--- config.mk ---
export PLATFORM = sky130hd
export DESIGN_NAME = timer_apb_regs_flat
export DESIGN_NICKNAME = d
export VERILOG_FILES = /design/src/rtl/timer_pkg.sv /design/src/rtl/timer_apb_regs_if.sv /design/src/rtl/timer_apb_if.sv /design/src/rtl/timer_apb_regs.sv /design/src/flat_wrapper.sv
export SDC_FILE = /design/constraint.sdc
export NUM_CORES = 1
export LEC_CHECK = 0
export BUFFER_PORTS_ARGS = -buffer_cell sky130_fd_sc_hd__buf_2
export CORE_UTILIZATION = 50
export CTS_CLUSTER_SIZE = 20
export DETAILED_ROUTE_END_ITERATION = 8
export PLACE_DENSITY = 0.86
export SYNTH_ARGS = -nofsm -noshare
export SYNTH_HDL_FRONTEND = slang
export SYNTH_HIERARCHICAL = 1
export SYNTH_SLANG_ARGS = --single-unit
--- constraint.sdc ---
create_clock -name pclk -period 2.1 [get_ports pclk]
set_input_delay 0.42 -clock pclk [delete_from_list [all_inputs] [get_ports pclk]]
set_output_delay 0.42 -clock pclk [all_outputs]
set_load 0.03 [all_outputs]
--- src/rtl/timer_pkg.sv ---
// Shared constants for the timer APB register front end: address map,
// register bit positions and the APB handshake state encoding.
package timer_pkg;

    localparam int unsigned DATA_W = 8;
    localparam int unsigned WAIT_W = 3;

    localparam int unsigned ADDR_TDR  = 0;
    localparam int unsigned ADDR_TCR  = 1;
    localparam int unsigned ADDR_TSR  = 2;
    localparam int unsigned ADDR_TIER = 3;

    localparam int unsigned TCR_LOAD   = 7;
    localparam int unsigned TCR_UPDN   = 5;
    localparam int unsigned TCR_EN     = 4;
    localparam int unsigned TCR_CKS_HI = 1;
    localparam int unsigned TCR_CKS_LO = 0;

    localparam int unsigned TSR_OVF = 0;
    localparam int unsigned TSR_UDF = 1;

    localparam int unsigned TIER_OVFIE = 0;
    localparam int unsigned TIER_UDFIE = 1;

    typedef enum logic [1:0] {
        IDLE   = 2'b00,
        SETUP  = 2'b01,
        ACCESS = 2'b10
    } apb_state_e;

endpackage

--- src/rtl/timer_apb_regs_if.sv ---
// APB completer-side bus bundle for the timer register block.
interface timer_apb_regs_if
    import timer_pkg::*;
#(
    parameter int unsigned ADDR_W = 8
);
    logic              psel;
    logic              penable;
    logic              pwrite;
    logic [ADDR_W-1:0] paddr;
    logic [DATA_W-1:0] pwdata;
    logic [DATA_W-1:0] prdata;
    logic              pready;
    logic              pslverr;

    modport master (
        output psel, penable, pwrite, paddr, pwdata,
        input  prdata, pready, pslverr
    );

    modport slave (
        input  psel, penable, pwrite, paddr, pwdata,
        output prdata, pready, pslverr
    );
endinterface

--- src/rtl/timer_apb_if.sv ---
// APB handshake engine: phase tracking, wait-state counter and registered
// pready/pslverr; hands write/read strobes to the register bank.
module timer_apb_if
    import timer_pkg::*;
#(
    parameter int unsigned WAIT_CYCLES = 0,
    parameter int unsigned ADDR_W      = 8
) (
    input  logic              pclk,
    input  logic              presetn,
    input  logic              psel,
    input  logic              penable,
    input  logic              pwrite,
    input  logic [ADDR_W-1:0] paddr,
    output logic              pready,
    output logic              pslverr,
    output logic              wr_stb,
    output logic              rd_stb,
    output logic [ADDR_W-1:0] addr
);

    localparam int unsigned CNT_W = WAIT_W + 1;

    apb_state_e        state_q, state_d;
    logic [WAIT_W-1:0] cnt_q, cnt_d;
    logic              pready_q, pready_d;
    logic              pslverr_q, pslverr_d;
    logic [CNT_W-1:0]  cnt_inc;
    logic              last_wait;
    logic              bad_addr;

    assign cnt_inc   = {1'b0, cnt_q} + CNT_W'(1);
    assign last_wait = (cnt_inc == CNT_W'(WAIT_CYCLES));
    assign bad_addr  = (paddr > ADDR_W'(ADDR_TIER));

    // State records the phase sampled at the last edge: SETUP means a setup
    // phase was seen, so the current cycle is the first ACCESS cycle.
    // pready is decided one edge early so it can be a flop.
    always_comb begin
        state_d   = state_q;
        cnt_d     = cnt_q;
        pready_d  = 1'b0;
        pslverr_d = 1'b0;
        rd_stb    = 1'b0;
        case (state_q)
            IDLE: begin
                if (psel && !penable) begin
                    state_d  = SETUP;
                    cnt_d    = '0;
                    pready_d = (WAIT_CYCLES == 0);
                end
            end
            SETUP, ACCESS: begin
                if (!psel) begin
                    state_d = IDLE;
                    cnt_d   = '0;
                end else if (pready_q) begin
                    // completing now; a back-to-back setup is picked up from IDLE
                    state_d = IDLE;
                    cnt_d   = '0;
                end else if (penable) begin
                    state_d  = ACCESS;
                    cnt_d    = cnt_inc[WAIT_W-1:0];
                    pready_d = last_wait;
                end else begin
                    state_d  = SETUP;
                    cnt_d    = '0;
                    pready_d = (WAIT_CYCLES == 0);
                end
            end
            default: state_d = IDLE;
        endcase
        pslverr_d = pready_d & bad_addr;
        // read data is captured on the edge that raises pready
        rd_stb    = pready_d & !pwrite;
    end

    always_ff @(posedge pclk) begin
        if (!presetn) begin
            state_q   <= IDLE;
            cnt_q     <= '0;
            pready_q  <= 1'b0;
            pslverr_q <= 1'b0;
        end else begin
            state_q   <= state_d;
            cnt_q     <= cnt_d;
            pready_q  <= pready_d;
            pslverr_q <= pslverr_d;
        end
    end

    assign pready  = pready_q;
    assign pslverr = pslverr_q;
    assign wr_stb  = psel & penable & pready_q & pwrite;
    assign addr    = paddr;

endmodule

--- src/rtl/timer_apb_regs.sv ---
// Timer register bank behind an APB completer: TDR/TCR/TSR/TIER, load pulse,
// sticky overflow/underflow flags and a maskable interrupt.
module timer_apb_regs
    import timer_pkg::*;
#(
    parameter int unsigned WAIT_CYCLES = 0,
    parameter int unsigned ADDR_W      = 8
) (
    input  logic                   pclk,
    input  logic                   presetn,
    timer_apb_regs_if.slave        apb,
    input  logic                   tmr_ovf,
    input  logic                   tmr_udf,
    output logic [DATA_W-1:0]      reg_tdr,
    output logic                   load,
    output logic                   en,
    output logic                   up_down,
    output logic [1:0]             cks,
    output logic                   irq
);

    logic              wr_stb;
    logic              rd_stb;
    logic [ADDR_W-1:0] addr;

    logic              wr_tdr, wr_tcr, wr_tsr, wr_tier;
    logic [DATA_W-1:0] tdr_q, tdr_d;
    logic              en_q, en_d;
    logic              updn_q, updn_d;
    logic [1:0]        cks_q, cks_d;
    logic              load_q, load_d;
    logic [1:0]        tsr_q, tsr_d;
    logic [1:0]        tier_q, tier_d;
    logic              irq_q, irq_d;
    logic [DATA_W-1:0] prdata_q, prdata_d;
    logic [DATA_W-1:0] rd_mux;

    timer_apb_if #(
        .WAIT_CYCLES (WAIT_CYCLES),
        .ADDR_W      (ADDR_W)
    ) u_apb (
        .pclk    (pclk),
        .presetn (presetn),
        .psel    (apb.psel),
        .penable (apb.penable),
        .pwrite  (apb.pwrite),
        .paddr   (apb.paddr),
        .pready  (apb.pready),
        .pslverr (apb.pslverr),
        .wr_stb  (wr_stb),
        .rd_stb  (rd_stb),
        .addr    (addr)
    );

    // Register next-state, W1C status and read mux
    always_comb begin
        wr_tdr  = wr_stb && (addr == ADDR_W'(ADDR_TDR));
        wr_tcr  = wr_stb && (addr == ADDR_W'(ADDR_TCR));
        wr_tsr  = wr_stb && (addr == ADDR_W'(ADDR_TSR));
        wr_tier = wr_stb && (addr == ADDR_W'(ADDR_TIER));

        tdr_d  = tdr_q;
        en_d   = en_q;
        updn_d = updn_q;
        cks_d  = cks_q;
        tier_d = tier_q;
        tsr_d  = tsr_q;

        if (wr_tdr) tdr_d = apb.pwdata;
        if (wr_tcr) begin
            en_d   = apb.pwdata[TCR_EN];
            updn_d = apb.pwdata[TCR_UPDN];
            cks_d  = apb.pwdata[TCR_CKS_HI:TCR_CKS_LO];
        end
        if (wr_tier) tier_d = {apb.pwdata[TIER_UDFIE], apb.pwdata[TIER_OVFIE]};
        load_d = wr_tcr & apb.pwdata[TCR_LOAD];

        // clear first so a coincident hardware event wins
        if (wr_tsr) tsr_d = tsr_q & ~{apb.pwdata[TSR_UDF], apb.pwdata[TSR_OVF]};
        tsr_d[TSR_OVF] = tsr_d[TSR_OVF] | tmr_ovf;
        tsr_d[TSR_UDF] = tsr_d[TSR_UDF] | tmr_udf;

        irq_d = |(tsr_q & tier_q);

        rd_mux = '0;
        case (addr)
            ADDR_W'(ADDR_TDR):  rd_mux = tdr_q;
            ADDR_W'(ADDR_TCR):  rd_mux = {2'b00, updn_q, en_q, 2'b00, cks_q};
            ADDR_W'(ADDR_TSR):  rd_mux = {6'd0, tsr_q};
            ADDR_W'(ADDR_TIER): rd_mux = {6'd0, tier_q};
            default:            rd_mux = '0;
        endcase
        prdata_d = rd_stb ? rd_mux : '0;
    end

    always_ff @(posedge pclk) begin
        if (!presetn) begin
            tdr_q    <= '0;
            en_q     <= 1'b0;
            updn_q   <= 1'b0;
            cks_q    <= '0;
            load_q   <= 1'b0;
            tsr_q    <= '0;
            tier_q   <= '0;
            irq_q    <= 1'b0;
            prdata_q <= '0;
        end else begin
            tdr_q    <= tdr_d;
            en_q     <= en_d;
            updn_q   <= updn_d;
            cks_q    <= cks_d;
            load_q   <= load_d;
            tsr_q    <= tsr_d;
            tier_q   <= tier_d;
            irq_q    <= irq_d;
            prdata_q <= prdata_d;
        end
    end

    assign apb.prdata = prdata_q;
    assign reg_tdr    = tdr_q;
    assign load       = load_q;
    assign en         = en_q;
    assign up_down    = updn_q;
    assign cks        = cks_q;
    assign irq        = irq_q;

endmodule
--- src/flat_wrapper.sv ---
// flat-port wrapper written by rule: the top's interface ports become plain ports
module timer_apb_regs_flat import timer_pkg::*;
#(
    parameter int unsigned WAIT_CYCLES = 0,
    parameter int unsigned ADDR_W      = 8
)
  (pclk, presetn, tmr_ovf, tmr_udf, reg_tdr, load, en, up_down, cks, irq, apb_psel, apb_penable, apb_pwrite, apb_paddr, apb_pwdata, apb_prdata, apb_pready, apb_pslverr);
  timer_apb_regs_if #(.ADDR_W(ADDR_W)) apb_i ();
  input  logic pclk;
  input  logic presetn;
  input  logic tmr_ovf;
  input  logic tmr_udf;
  output logic [DATA_W-1:0] reg_tdr;
  output logic load;
  output logic en;
  output logic up_down;
  output logic [1:0] cks;
  output logic irq;
  input wire logic [$bits(apb_i.psel)-1:0] apb_psel;
  input wire logic [$bits(apb_i.penable)-1:0] apb_penable;
  input wire logic [$bits(apb_i.pwrite)-1:0] apb_pwrite;
  input wire logic [$bits(apb_i.paddr)-1:0] apb_paddr;
  input wire logic [$bits(apb_i.pwdata)-1:0] apb_pwdata;
  output wire logic [$bits(apb_i.prdata)-1:0] apb_prdata;
  output wire logic [$bits(apb_i.pready)-1:0] apb_pready;
  output wire logic [$bits(apb_i.pslverr)-1:0] apb_pslverr;
  assign apb_i.psel = apb_psel;
  assign apb_i.penable = apb_penable;
  assign apb_i.pwrite = apb_pwrite;
  assign apb_i.paddr = apb_paddr;
  assign apb_i.pwdata = apb_pwdata;
  assign apb_prdata = apb_i.prdata;
  assign apb_pready = apb_i.pready;
  assign apb_pslverr = apb_i.pslverr;
  timer_apb_regs #(.WAIT_CYCLES(WAIT_CYCLES), .ADDR_W(ADDR_W)) u_core (.pclk(pclk), .presetn(presetn), .apb(apb_i), .tmr_ovf(tmr_ovf), .tmr_udf(tmr_udf), .reg_tdr(reg_tdr), .load(load), .en(en), .up_down(up_down), .cks(cks), .irq(irq));
endmodule
==> results of run 1 <==
==> power breakdown <==
group,switching [µW],internal (µW),total [µW]
clock network,201,158,359
logic,55.1,38.8,93.9
registers,4.79,632,636
==> stage by stage <==
| stage | power [µW] | utilization | cells | hold WS [ns] | cell area (µm²) |
|---|---|---|---|---|---|
| 6_report | 1090 | 0.629 | 222 | 0.284 | 1770 |
| 5_1_grt | 1140 | 0.629 | 222 | 0.282 | 1770 |
| 4_1_cts | 1100 | 0.629 | 222 | 0.280 | 1770 |
| 3_5_place_dp | 745 | 0.610 | 215 | 0.466 | 1710 |
| 3_3_place_gp | 740 | 0.610 | 215 | 0.454 | 1710 |
| 2_1_floorplan | 717 | - | 149 | 0.448 | 1510 |
==> metal layers <==
metal / share of wire / vias up / GRT usage
li1: - / 599 / -
met1: 0.41 / 582 / 0.236
met2: 0.50 / 53 / 0.342
met3: 0.072 / 8 / 0.0645
met4: 0.017 / 0 / 0.101
met5: 0 / - / 0
==> worst max-delay path, cell delays in order, from the launching register on <==
cell     delay [ns]
dfxtp_1        0.37
inv_1          0.06
ha_1           0.29
nor3b_2        0.19
a32oi_1        0.18
nor2_1         0.20
nand4_4        0.17
nor4b_1        0.31
==> path summary, 6_finish.rpt <==
path | from | end | slack (ns) | depth (start not counted)
worst max-delay path | u_core/u_apb/state_q[0]$_SDFFE_PN0P_ | u_core/apb.prdata[3]$_SDFF_PN0_ | 0.23 | 7
worst min-delay path | apb_pwdata[0] | u_core/tsr_q[0]$_SDFF_PN0_ | 0.28 | 2
worst max register to register | u_core/u_apb/state_q[0]$_SDFFE_PN0P_ | u_core/apb.prdata[3]$_SDFF_PN0_ | 0.23 | 7
worst min register to register | u_core/reg_tdr[2]$_SDFFE_PN0P_ | u_core/reg_tdr[2]$_SDFFE_PN0P_ | 0.48 | 2
==> cells by family (layout without fill, tap and decap cells) <==
group,Yosys count,after routing,share of synthesized area
DFF,33,33,0.439
buffers and inverters,20,62,0.0723
muxes,19,19,0.143
adders and majority gates,3,3,0.0249
and+or+nand+nor,62,62,0.263
AOI/OAI and AO/OA,12,12,0.0582
==> synth_stat cells <==
| cell | n | area, µm² |
|---|---|---|
| or4_1 | 1 | 7.51 |
| a31oi_1 | 3 | 18.8 |
| mux2i_1 | 17 | 170 |
| nand2_1 | 23 | 86.3 |
| mux4_2 | 2 | 45.0 |
| buf_2 | 3 | 15.0 |
| nand3_1 | 3 | 15.0 |
| a22oi_1 | 1 | 7.51 |
| nor3_1 | 2 | 10.0 |
| nor3b_2 | 1 | 12.5 |
| ha_1 | 3 | 37.5 |
| nand4_1 | 2 | 12.5 |
| nor4b_1 | 4 | 35.0 |
| nor4_1 | 1 | 6.26 |
| nor3b_1 | 1 | 7.51 |
| buf_4 | 8 | 60.1 |
| clkbuf_1 | 3 | 11.3 |
| nand2b_1 | 1 | 6.26 |
| a22oi_2 | 1 | 12.5 |
| nor4_4 | 1 | 21.3 |
| nor3_2 | 1 | 10.0 |
| inv_1 | 6 | 22.5 |
| nor2b_1 | 8 | 50.1 |
| nor2b_2 | 1 | 8.76 |
| a32oi_1 | 2 | 17.5 |
| and4_2 | 1 | 10.0 |
| nand4_4 | 1 | 21.3 |
| nand4b_1 | 3 | 26.3 |
| and4b_4 | 1 | 13.8 |
| a21o_1 | 1 | 7.51 |
| o21ai_0 | 3 | 15.0 |
| a21o_2 | 1 | 8.76 |
| dfxtp_1 | 33 | 661 |
| and4b_2 | 1 | 11.3 |
| nor2_1 | 3 | 11.3 |
| and2_1 | 2 | 12.5 |
==> flip-flops by register name, indices dropped and copies added (netlist names) <==
name and flops:
u_core/apb.prdata 8, u_core/cks 2, u_core/en 1, u_core/irq 1, u_core/load 1, u_core/reg_tdr 8
u_core/tier_q 2, u_core/tsr_q 2, u_core/u_apb/cnt_q 3, u_core/u_apb/pready 1, u_core/u_apb/pslverr 1, u_core/u_apb/state_q 2
u_core/up_down 1
==> layout by cell type, fill, tap and decap left out, types with 2 or more instances in the layout <==
| cell | count |
|---|---|
| a31oi_1 | 3 |
| a32oi_1 | 2 |
| and2_1 | 2 |
| buf_2 | 46 |
| buf_4 | 3 |
| clkbuf_4 | 5 |
| dfxtp_1 | 33 |
| ha_1 | 3 |
| inv_1 | 6 |
| mux2i_1 | 17 |
| mux4_2 | 2 |
| nand2_1 | 23 |
| nand3_1 | 3 |
| nand4_1 | 2 |
| nand4b_1 | 3 |
| nor2_1 | 3 |
| nor2b_1 | 8 |
| nor3_1 | 2 |
| nor4b_1 | 4 |
| o21ai_0 | 3 |
==> area by class of cell <==
type | instances | share of cell area
Tap cell | 31 | 0.0220
Inverter | 6 | 0.0128
Multi-Input combinational cell | 96 | 0.417
Timing Repair Buffer | 49 | 0.143
Clock buffer | 7 | 0.0312
Sequential cell | 33 | 0.374
==> summary.md, run 1 <==
| Metric | Value |
|---|---|
| Die area | `0.00323 mm²` |
| Diodes inserted | `0` |
| Mapped Area | `0.00151 mm²` |
| Worst-path maximum fanout | `8` |
| Pre-CTS WS | `0.245 ns` |
| Sequential share of the synthesized area | `0.439` |
| Core area | `0.00281 mm²` |
| FP Rows | `19` |
| Hold bufs inserted after CTS | `0` |
| Distinct cells, synth | `36` |
| Seq. cell area | `661 µm²` |
| Hold Crit Class | `in -> reg` |
| CTS tree | `built` |
| Pwr dens | `617 mW/mm²` |
| Slew headroom | `0.676` |
| Peak VDD IR | `0.000380 V` |
| Vias per cell | `5.59` |
| Final Hold Vio Count | `0` |
| Post-route ant nets | `0` |
| Worst Max-Slew Pin Slew | `0.484 ns` |
| Minimum clock period after layout | `1.87 ns` |
| Post CTS Setup Buffer Count | `0` |
| Drt wl/cell | `14.2 µm` |
| Worst Path Required | `2.32 ns` |
| Largest net degree at the start of global routing | `19` |
| Slew Limit Fails | `0` |
| Share of layout cells above drive strength 1 | `0.351` |
| Overflow after GRT | `0` |
| Worst Setup Start Kind | `flip-flop` |
| DRT Pass-1 Iters | `6` |
| Port-buffer cells | `46` |
| Syn avg cell area | `10.1 µm²` |
| Worst EP arrival | `2.09 ns` |
| Status | `finished with violations` |
| Chip width | `56.9 µm` |
| # fillers | `252` |
| Leakage | `0.000859 µW` |
| Setup ws final | `0.226 ns` |
| Vias post-DR | `1,242` |
| Fin crit share | `0.892` |
| Fmax | `534 MHz` |
| Initial antenna violation count | `0` |
| NumNets Final | `217` |
| Synth Net Count | `175` |
| Area of the multi-input gates | `736 µm²` |
| RSZ-0062 raised after global routing | `false` |
| Fin Setup TNS | `0 ns` |
| Final GP Congestion | `0.760` |
| PostCTS Resize Cnt | `0` |
| First-pass GRT wire length | `5.08 mm` |
| Failing checks | `DRC` |
| Clock Skew | `0.00788 ns` |
| Inserted Clock Buffers | `5` |
| Residual DRC | `6` |
| Max Root-Sink Buffers | `2` |
| Clk root buf | `clkbuf_4` |
| Synth Warn # | `6` |
| # Max-Cap Violations | `0` |
| DR iter-0 viols | `58` |
| Syn Inst Count | `149` |
| Die H | `56.9 µm` |
| I/O Pins | `47` |
| CP Class | `reg -> reg` |
| Register bit total from synthesis | `33` |
| Clock-pin transition on the worst setup and hold timing paths | `0.09 ns` |
| WL final | `3.15 mm` |
| Initial core utilization | `0.537` |
| Layout Area Growth over Synthesis | `17.3%` |
| Clock Sinks | `33` |
| Post-DP HPWL | `2.37 mm` |
| Final setup fails | `0` |
| Vias in the first global route | `1,198` |
| H-tree lvl count | `2` |
| GRT Total Usage | `0.205` |
| CP endpoint kind | `flip-flop` |
| Clock Latency Late Sink | `0.32 ns` |
No activity file was read; power rests on OpenSTA's default activity.
==> run 2, diff against run 1 <==
CORE_UTILIZATION = 45   (was 50)
PLACE_DENSITY = 0.82   (was 0.86)
clock period = 1.5 ns   (was 2.1 ns; I/O delays follow)
==> run 2 against run 1 <==
Against the previous run:
- the flow finishes with violations (setup timing)
- sequential power up 40%
- power up 61%
- sequential share of layout area down 4.0 points
- cell area up 13%
- register-to-register slack worse by 0.47 ns
- die area up 11%
- count of clock-buffer cells in the layout unchanged
- global-route usage down 0.47 points
- maximum frequency up 7.5%
- critical path depth unchanged
- routed wire length up 6.2%
- largest cell class unchanged
==> summary.md, run 2 (synthesized netlist as in run 1, its figures left out) <==
| Metric | Value |
|---|---|
| Vias per cell | `5.23 (-6.5%)` |
| Clock Latency Late Sink | `0.33 ns (about the same)` |
| Final GP Congestion | `0.916 (+21%)` |
| NumNets Final | `226 (+4.1%)` |
| Internal power | `1360 µW (+64%)` |
| Hold Crit Class | `in -> reg` |
| DR iter-0 viols | `58 (unchanged)` |
| Die H | `59.8 µm (+5.2%)` |
| Clock Skew | `0.00173 ns (-0.00615 ns)` |
| Minimum clock period after layout | `1.74 ns (-0.131 ns)` |
| Status | `finished with violations` |
| Final core occ | `0.640 (+0.0110)` |
| H-tree lvl count | `2 (unchanged)` |
| # Max-Cap Violations | `0 (unchanged)` |
| Wire length on met2 | `1.51 mm (-4.9%)` |
| Die area | `0.00358 mm² (+11%)` |
| Combinational fraction of design power | `0.093 (+0.007)` |
| Fin crit share | `1.16 (+0.270)` |
| Most common cell after layout, fill and taps aside | `buf_2` |
| Overflow after GRT | `0 (unchanged)` |
| Failing checks | `setup timing` |
| Post-route ant nets | `0 (unchanged)` |
| Fmax | `574 MHz (+7.5%)` |
| Worst EP arrival | `2.00 ns (-0.09 ns)` |
| FP Rows | `20 (+1)` |
| Worst-path maximum fanout | `7 (-1)` |
| Share of layout cells above drive strength 1 | `0.458 (+0.107)` |
| Max Root-Sink Buffers | `2 (unchanged)` |
| Clock Sinks | `33 (unchanged)` |
| Drt wl/cell | `13.6 µm (-3.7%)` |
| Net switching power | `396 µW (+52%)` |
| Pwr dens | `882 mW/mm² (+43%)` |
| Clk pwr share | `0.397 (+0.068)` |
| Final instance area | `0.00199 mm² (+13%)` |
| Leakage | `0.000943 µW (+9.8%)` |
| RSZ-0062 raised after global routing | `true` |
| Worst path max stage delay | `0.37 ns (about the same)` |
| Post-DP HPWL | `2.26 mm (-5.0%)` |
| Worst Setup Start Kind | `flip-flop` |
| Vias in the first global route | `1,106 (-7.7%)` |
| Residual DRC | `0 (-6)` |
| Cell Area, Placed | `0.00179 mm² (+4.4%)` |
| Core area | `0.00310 mm² (+11%)` |
| Finished Layout Cells | `245 (+10%)` |
| Chip width | `59.8 µm (+5.2%)` |
| Crit-path cells | `inv_2 > ha_4 > nor3b_4 > a32oi_2 > nor2_2 > nand4_4 > nor4b_2` |
| Diodes inserted | `0 (unchanged)` |
| DRT Pass-1 Iters | `5 (-1)` |
| I/O Pins | `47 (unchanged)` |
| Clk root buf | `clkbuf_4` |
| CP Class | `reg -> reg` |
| Initial antenna violation count | `0 (unchanged)` |
| Peak VDD IR | `0.000451 V (+19%)` |
| Met3 WL | `179 µm (-21%)` |
| WL final | `3.34 mm (+6.2%)` |
| Initial core utilization | `0.485 (-0.0515)` |
| Final Hold Vio Count | `0 (unchanged)` |
| Worst Path Required | `1.75 ns (-0.57 ns)` |
| Slowest CP cell | `dfxtp_2` |
| Final setup fails | `11 (+11)` |
| CP endpoint kind | `flip-flop` |
| Worst Max-Slew Pin Slew | `0.345 ns (-0.139 ns)` |
| Hold bufs inserted after CTS | `0 (unchanged)` |
| Clock-pin transition on the worst setup and hold timing paths | `0.10 ns (about the same)` |
| Layout Area Growth over Synthesis | `32.0%` |
| Sw Ratio | `0.226 (-0.0133)` |
| Seq pwr share | `0.509 (-0.075)` |
| Wl on met1 | `1.55 mm (+21%)` |
| Port-buffer cells | `46 (unchanged)` |
| Inserted Clock Buffers | `5 (unchanged)` |
| Most frequent cells in the layout | `46 x buf_2, 30 x dfxtp_1, 23 x nand2_1` |
| Largest net degree at the start of global routing | `20 (+1)` |
| # fillers | `255 (+1.2%)` |
| First-pass GRT wire length | `5.17 mm (+1.8%)` |
| Overall power | `1750 µW (+61%)` |
| Slew Limit Fails | `0 (unchanged)` |
| GRT Total Usage | `0.200 (-0.00466)` |
| Max layer used | `met4` |
| Slew headroom | `0.770 (+0.0939)` |
| Placed cells | `234 (+8.8%)` |
| Hold WS | `0.164 ns (-0.120 ns)` |
| Setup ws final | `-0.243 ns (-0.469 ns)` |
| Vias post-DR | `1,281 (+3.1%)` |
| CTS tree | `built` |
## run 2: routing by layer
metal / track usage / up-vias
li1: - / 622
met2: 0.303 / 55
met5: 0 / -
met3: 0.0584 / 12
met4: 0.0997 / 0
met1: 0.258 / 592
## run 2: layout make-up
type | count | area, µm² | area share
flip-flops and latches | 33 | 664 | 0.334
repair buffers | 58 | 340 | 0.171
clock inverters | 1 | 30.0 | 0.0151
clock buffers | 7 | 55.1 | 0.0277
well taps | 44 | 55.1 | 0.0277
inverters | 6 | 22.5 | 0.0113
multi-input cells | 96 | 820 | 0.412
## run 2: critical path: cells and delay by family, from the launching register on
family | cells | cell delay [ns]
flops | 1 | 0.37
compound gates | 1 | 0.15
fa+ha+maj | 1 | 0.26
simple gates | 4 | 0.84
buf+inv | 1 | 0.05
## run 2: timing repair
action                                  4_1_cts  5_1_grt
endpoints found under the setup margin        8       18
pin swaps                                     8       10
cloned                                        0        0
resized for setup                            17        5
buffers inserted                              4        3
## run 2: power by group through the flow
stage	sequential, µW	clock [µW]	combinational (µW)
finish	893	696	164
global route	894	746	178
CTS	893	694	166
detailed placement	912	0	142
global placement	911	0	141
floorplan	915	0	88.4
## run 2: worst paths after layout
check,startpoint,endpoint,cells past startpoint,slack (ns)
max reg2reg,u_core/u_apb/state_q[0]$_SDFFE_PN0P_,u_core/apb.prdata[7]$_SDFF_PN0_,7,-0.24
min reg2reg,u_core/reg_tdr[6]$_SDFFE_PN0P_,u_core/reg_tdr[6]$_SDFFE_PN0P_,2,0.48
min,apb_pwdata[0],u_core/tsr_q[0]$_SDFF_PN0_,2,0.16
max,u_core/u_apb/state_q[0]$_SDFFE_PN0P_,u_core/apb.prdata[7]$_SDFF_PN0_,7,-0.24
## run 2: metrics by stage
| step | worst slack [ns] | TNS (ns) |
|---|---|---|
| 6_report | -0.243 | -1.81 |
| 2_1_floorplan | -0.0784 | -0.314 |
| 4_1_cts | -0.211 | -1.49 |
| 3_3_place_gp | -0.131 | -0.844 |
| 5_1_grt | -0.313 | -2.55 |
| 3_5_place_dp | -0.207 | -1.36 |
